## src/rtl/regfile_2r2w_sb.sv

```systemverilog
// Two-read, general-write plus link-write register file with a per-register busy scoreboard.
// Optional same-cycle write-to-read bypass is enabled by defining REGFILE_BYPASS_EN.
module regfile_2r2w_sb #(
    parameter int DATA_W      = 32,
    parameter int ADDR_W      = 5,
    parameter int LINK_ADR    = 31,
    parameter int PC_INC      = 2,
    parameter int ZERO_REG_EN = 1
) (
    input  logic              clk,
    input  logic              rst_n,
    input  logic [ADDR_W-1:0] read_adr_1,
    input  logic [ADDR_W-1:0] read_adr_2,
    output logic [DATA_W-1:0] read_data_1,
    output logic [DATA_W-1:0] read_data_2,
    output logic              read_busy_1,
    output logic              read_busy_2,
    input  logic [ADDR_W-1:0] write_adr,
    input  logic [DATA_W-1:0] write_data,
    input  logic              RegWrite,
    input  logic              Jal,
    input  logic [DATA_W-1:0] pc,
    input  logic              busy_set,
    input  logic [ADDR_W-1:0] busy_adr,
    output logic [ADDR_W:0]   busy_count
);

    localparam int                DEPTH  = 2 ** ADDR_W;
    localparam logic [ADDR_W-1:0] LINK_A = ADDR_W'(LINK_ADR);
    localparam logic [ADDR_W-1:0] ZERO_A = '0;

    logic [DATA_W-1:0] regs [DEPTH];
    logic [DEPTH-1:0]  busy;
    logic [DEPTH-1:0]  busy_next;
    logic [ADDR_W:0]   busy_count_next;
    logic [DATA_W-1:0] link_value;
    logic              link_we;
    logic              gen_we;
    logic              set_we;

    logic [ADDR_W-1:0] rd_adr  [2];
    logic [DATA_W-1:0] rd_data [2];
    logic              rd_busy [2];

    function automatic logic is_zero(input logic [ADDR_W-1:0] adr);
        return (ZERO_REG_EN != 0) && (adr == ZERO_A);
    endfunction

    // Link value wraps modulo 2**DATA_W; the link write wins over a general write to the same register.
    assign link_value = pc + DATA_W'(PC_INC);
    assign link_we    = Jal && !is_zero(LINK_A);
    assign gen_we     = RegWrite && !is_zero(write_adr) && !(Jal && (write_adr == LINK_A));
    assign set_we     = busy_set && !is_zero(busy_adr);

    // Clears first, then set: a new producer issued in the retiring cycle keeps the register busy.
    always_comb begin
        busy_next = busy;
        if (gen_we) begin
            busy_next[write_adr] = 1'b0;
        end
        if (link_we) begin
            busy_next[LINK_A] = 1'b0;
        end
        if (set_we) begin
            busy_next[busy_adr] = 1'b1;
        end
    end

    always_comb begin
        busy_count_next = '0;
        for (int i = 0; i < DEPTH; i++) begin
            busy_count_next = busy_count_next + {{ADDR_W{1'b0}}, busy_next[i]};
        end
    end

    always_ff @(posedge clk or negedge rst_n) begin
        if (!rst_n) begin
            for (int i = 0; i < DEPTH; i++) begin
                regs[i] <= '0;
            end
        end else begin
            if (gen_we) begin
                regs[write_adr] <= write_data;
            end
            if (link_we) begin
                regs[LINK_A] <= link_value;
            end
        end
    end

    always_ff @(posedge clk or negedge rst_n) begin
        if (!rst_n) begin
            busy       <= '0;
            busy_count <= '0;
        end else begin
            busy       <= busy_next;
            busy_count <= busy_count_next;
        end
    end

    assign rd_adr[0] = read_adr_1;
    assign rd_adr[1] = read_adr_2;

    always_comb begin
        for (int p = 0; p < 2; p++) begin
            rd_data[p] = regs[rd_adr[p]];
            rd_busy[p] = busy[rd_adr[p]];
`ifdef REGFILE_BYPASS_EN
            if (Jal && (rd_adr[p] == LINK_A)) begin
                rd_data[p] = link_value;
            end else if (RegWrite && (rd_adr[p] == write_adr)) begin
                rd_data[p] = write_data;
            end
            // A register retiring this cycle reads as ready unless it is re-issued in the same cycle.
            if (((link_we && (rd_adr[p] == LINK_A)) || (gen_we && (rd_adr[p] == write_adr)))
                && !(set_we && (busy_adr == rd_adr[p]))) begin
                rd_busy[p] = 1'b0;
            end
`endif
            if (is_zero(rd_adr[p])) begin
                rd_data[p] = '0;
                rd_busy[p] = 1'b0;
            end
        end
    end

    assign read_data_1 = rd_data[0];
    assign read_data_2 = rd_data[1];
    assign read_busy_1 = rd_busy[0];
    assign read_busy_2 = rd_busy[1];

endmodule

```

## config.mk

```make
export PLATFORM = sky130hd
export DESIGN_NAME = regfile_2r2w_sb
export DESIGN_NICKNAME = d
export VERILOG_FILES = /design/src/rtl/regfile_2r2w_sb.sv
export SDC_FILE = /design/constraint.sdc
export NUM_CORES = 2
export LEC_CHECK = 0
export CORE_MARGIN = 2
export CORE_UTILIZATION = 60
export DETAILED_ROUTE_END_ITERATION = 8
export MAX_ROUTING_LAYER = met4
export PLACE_DENSITY = 0.78
export SETUP_SLACK_MARGIN = 0.5
export SLEW_MARGIN = 20
export SYNTH_ARGS = -nofsm -noshare
export SYNTH_HDL_FRONTEND = slang
export SYNTH_SLANG_ARGS = --single-unit
```

## constraint.sdc

```tcl
create_clock -name clk -period 13.2 [get_ports clk]
set_clock_uncertainty 0.1 [all_clocks]
set_input_delay 2.64 -clock clk [delete_from_list [all_inputs] [get_ports clk]]
set_output_delay 2.64 -clock clk [all_outputs]
set_load 0.005 [all_outputs]
```

==> impl_metrics.json <==
{
  "ant_nets": 0,
  "cp.required_ns": 10.46,
  "final_util_pct": 66.5,
  "htreeDepth": 3,
  "cts_buffer_depth": 3,
  "synthArstFlopShare_pct": 100,
  "grt_use_total_pct": 35.6,
  "powerDensity_nw_per_um2": 167,
  "stdcell_count": 5194,
  "ys_ff_latch": 1062,
  "grt_max_degree": 157,
  "clock.fmax_ghz": 0.108,
  "core_um2": 96300,
  "wirelength_mm": 167,
  "cpPeakStageDelay_ns": 0.99,
  "final_hold_viol_count": 0,
  "synthDistinctLibCells": 52,
  "p_total_mw": 10.7,
  "cts-root-buf": "clkbuf_16",
  "crit_family": "buffers and inverters",
  "viasPerCell": 7.19,
  "dp_cells": 4986,
  "whs_ns": 0.295,
  "synth_edf_count": 0,
  "finalNetCount": 3944,
  "start_util_pct": 60.3,
  "ctsHoldBuffers": 0,
  "ys_warn_count": 0,
  "wl_per_cell_um": 32.1,
  "num_rows": 114,
  "critPathMaxFanout": 17,
  "power_leakage_nw": 27.7,
  "final_area_um2": 64000,
  "syn_area_um2": 58000,
  "crit_top_cell": "buf_4",
  "maxCapViolations": 0,
  "crit_cells": 8,
  "cts_tree": "built",
  "clock_sinks": 1062,
  "p_sw_mw": 3.11,
  "layout_min_cycle_time_ns": 9.25,
  "postCtsResizedCells": 0,
  "critPathKind": "primary input to output pin",
  "drc_errors": 0,
  "setup-violations-final": 0,
  "grt.overflow.total": 0,
  "critPathSlowestCell": "a2111oi_0",
  "p_int_mw": 7.56,
  "worstMarginPinSlew_ns": 1.13,
  "rsz0062_at_grt": "no",
  "min_path_type": "register to register",
  "met3_length_mm": 13.6,
  "grt_pass1_wl_mm": 252,
  "yosysSeqAreaShare_pct": 45.8,
  "place_area_um2": 60200,
  "seqCellArea_um2": 26600,
  "grt_pass1_vias": 38591,
  "cp.buffers_inverters": 5,
  "place.detailed.hpwl_mm": 95.6,
  "drt_iter0_drc": 4209,
  "path_cells": "buf_2 > buf_4 > buf_4 > nor2b_4 > buf_4 > a221oi_1 > a2111oi_0 > clkdlybuf4s50_1",
  "highest_layer": "met4",
  "setup-tns-final_ns": 0,
  "syn-instance-count": 3908,
  "dr_wl_met2_mm": 78.7,
  "portBuffers": 160,
  "p_seq_share_pct": 40.8,
  "clock_latency_ns": 0.69,
  "crit_path_end_kind": "output pin",
  "pwr-share-clk_pct": 31.2,
  "post_cts_buffers": 0,
  "pin_count": 161,
  "pwr-share-comb_pct": 28.1,
  "cts.reportedPaths.clkPinSlew_ns": 0.06,
  "setup_ws_ns": 3.95,
  "cts_buffers": 111,
  "multi_input_area_um2": 29500,
  "die_h_um": 315,
  "switching_share_pct": 29.1,
  "vdd_drop_max_mv": 0.332,
  "syn2layout_area_growth_pct": 10.3,
  "final_max_slew_viol_count": 0,
  "whs_path_depth": 0,
  "r2r_cells": 19,
  "fin_crit_sh_pct": 70.1,
  "drt-met1-wl_mm": 66.6,
  "synth-main-ff-cell": "dfrtp_1",
  "arrival_ns": 6.51,
  "relSlewSlack_pct": 24.6,
  "drive_gt1_share_pct": 47.7,
  "startpoint_type": "primary input",
  "dp_slack_ns": 3.90,
  "synth.avg_cell_area_um2": 14.8,
  "die-area_um2": 99200,
  "syn-num-nets": 4029,
  "antenna_found_initial": 7,
  "vias": 37325,
  "firstDrtPassIters": 6,
  "outcome": "finished, final reports clean",
  "die_w_um": 315,
  "place.gp.congestion": 0.911,
  "fill_cells": 6607
}
-- power by group through the flow --
stage	clock [mW]	combinational (mW)	sequential, mW
3_5_place_dp	0	2.99	4.38
5_1_grt	3.49	3.31	4.42
2_1_floorplan	0	2.30	4.22
4_1_cts	3.35	3.01	4.32
6_report	3.33	2.99	4.35
3_3_place_gp	0	2.89	4.33
-- Yosys cell counts, types with 4 or more instances --
library cell / n / area (um2)
a221oi_1: 47 / 412
a211oi_1: 85 / 638
and4_1: 5 / 43.8
nor2_1: 66 / 248
mux2i_1: 106 / 1060
and3b_1: 5 / 43.8
a22oi_1: 26 / 195
nand3_1: 17 / 85.1
mux2_4: 29 / 435
fa_1: 24 / 480
nor3b_1: 7 / 52.6
and2_1: 4 / 25.0
nor3_1: 5 / 25.0
nand2_1: 66 / 248
mux4_2: 528 / 11900
inv_1: 43 / 161
buf_1: 34 / 128
a22o_1: 15 / 131
a211o_1: 16 / 140
mux2_2: 957 / 10800
buf_6: 4 / 45.0
nand3b_1: 5 / 37.5
buf_4: 32 / 240
mux2_1: 13 / 146
a31oi_1: 4 / 25.0
nand4_1: 8 / 50.1
xnor2_1: 10 / 87.6
and3_1: 4 / 25.0
buf_2: 114 / 571
a2111oi_0: 30 / 263
nand2_4: 6 / 67.6
dfrtp_1: 1062 / 26600
nor2b_1: 90 / 563
clkbuf_1: 260 / 976
a21oi_1: 93 / 465
xor2_1: 22 / 193
o21ai_0: 39 / 195
ha_1: 8 / 100
-- final timing paths --
path / from / end / slack, ns
min in group asynchronous: rst_n / regs[26] / 1.89
max in group asynchronous: rst_n / regs[558] / 8.75
max reg2reg: busy[21] / busy_count[4] / 8.07
max: read_adr_1[3] / read_data_1[3] / 3.95
min reg2reg: regs[994] / regs[994] / 0.29
min: regs[994] / regs[994] / 0.29
-- flip-flops by register name (all words and copies together) (netlist names) --
signal,cells
busy,32
regs,1024
busy_count,6
-- cells in the final DEF (no fill, tap or decap), types with 75 or more instances in the layout --
cell type,count
nor2b_1,88
dfrtp_1,1062
clkdlybuf4s50_1,132
a211oi_1,85
a21oi_1,93
buf_4,75
clkbuf_16,112
mux2i_1,106
mux2_2,957
mux4_2,528
-- cells by family (layout without fill, tap and decap cells) --
kind of cell / count (synthesis) / count (layout) / synth area share [%]
compound gates: 360 / 360 / 4.32
xor+xnor: 32 / 32 / 0.483
fa+ha+maj: 32 / 32 / 1.00
buf+inv: 487 / 491 / 3.65
flops: 1062 / 1062 / 45.8
mux: 1633 / 1633 / 41.9
other cells: 0 / 6 / 0
simple gates: 302 / 302 / 2.86
-- metal layers --
layer / vias up / GRT usage (%)
li1: 14852 / -
met1: 20190 / 49.0
met2: 1881 / 52.9
met3: 402 / 5.92
met4: 0 / 15.7
met5: - / -
-- final cells by class --
| cell class | count | share of cell area (%) |
|---|---|---|
| clock inverter | 52 | 1.06 |
| sequential | 1062 | 41.5 |
| clock buffer | 150 | 4.99 |
| timing repair buffer | 246 | 3.60 |
| tap | 1276 | 2.49 |
| multi-input combinational | 2359 | 46.1 |
| inverter | 43 | 0.252 |
| antenna | 6 | 0.0235 |
Note: power is estimated with default switching activity, not from simulation.
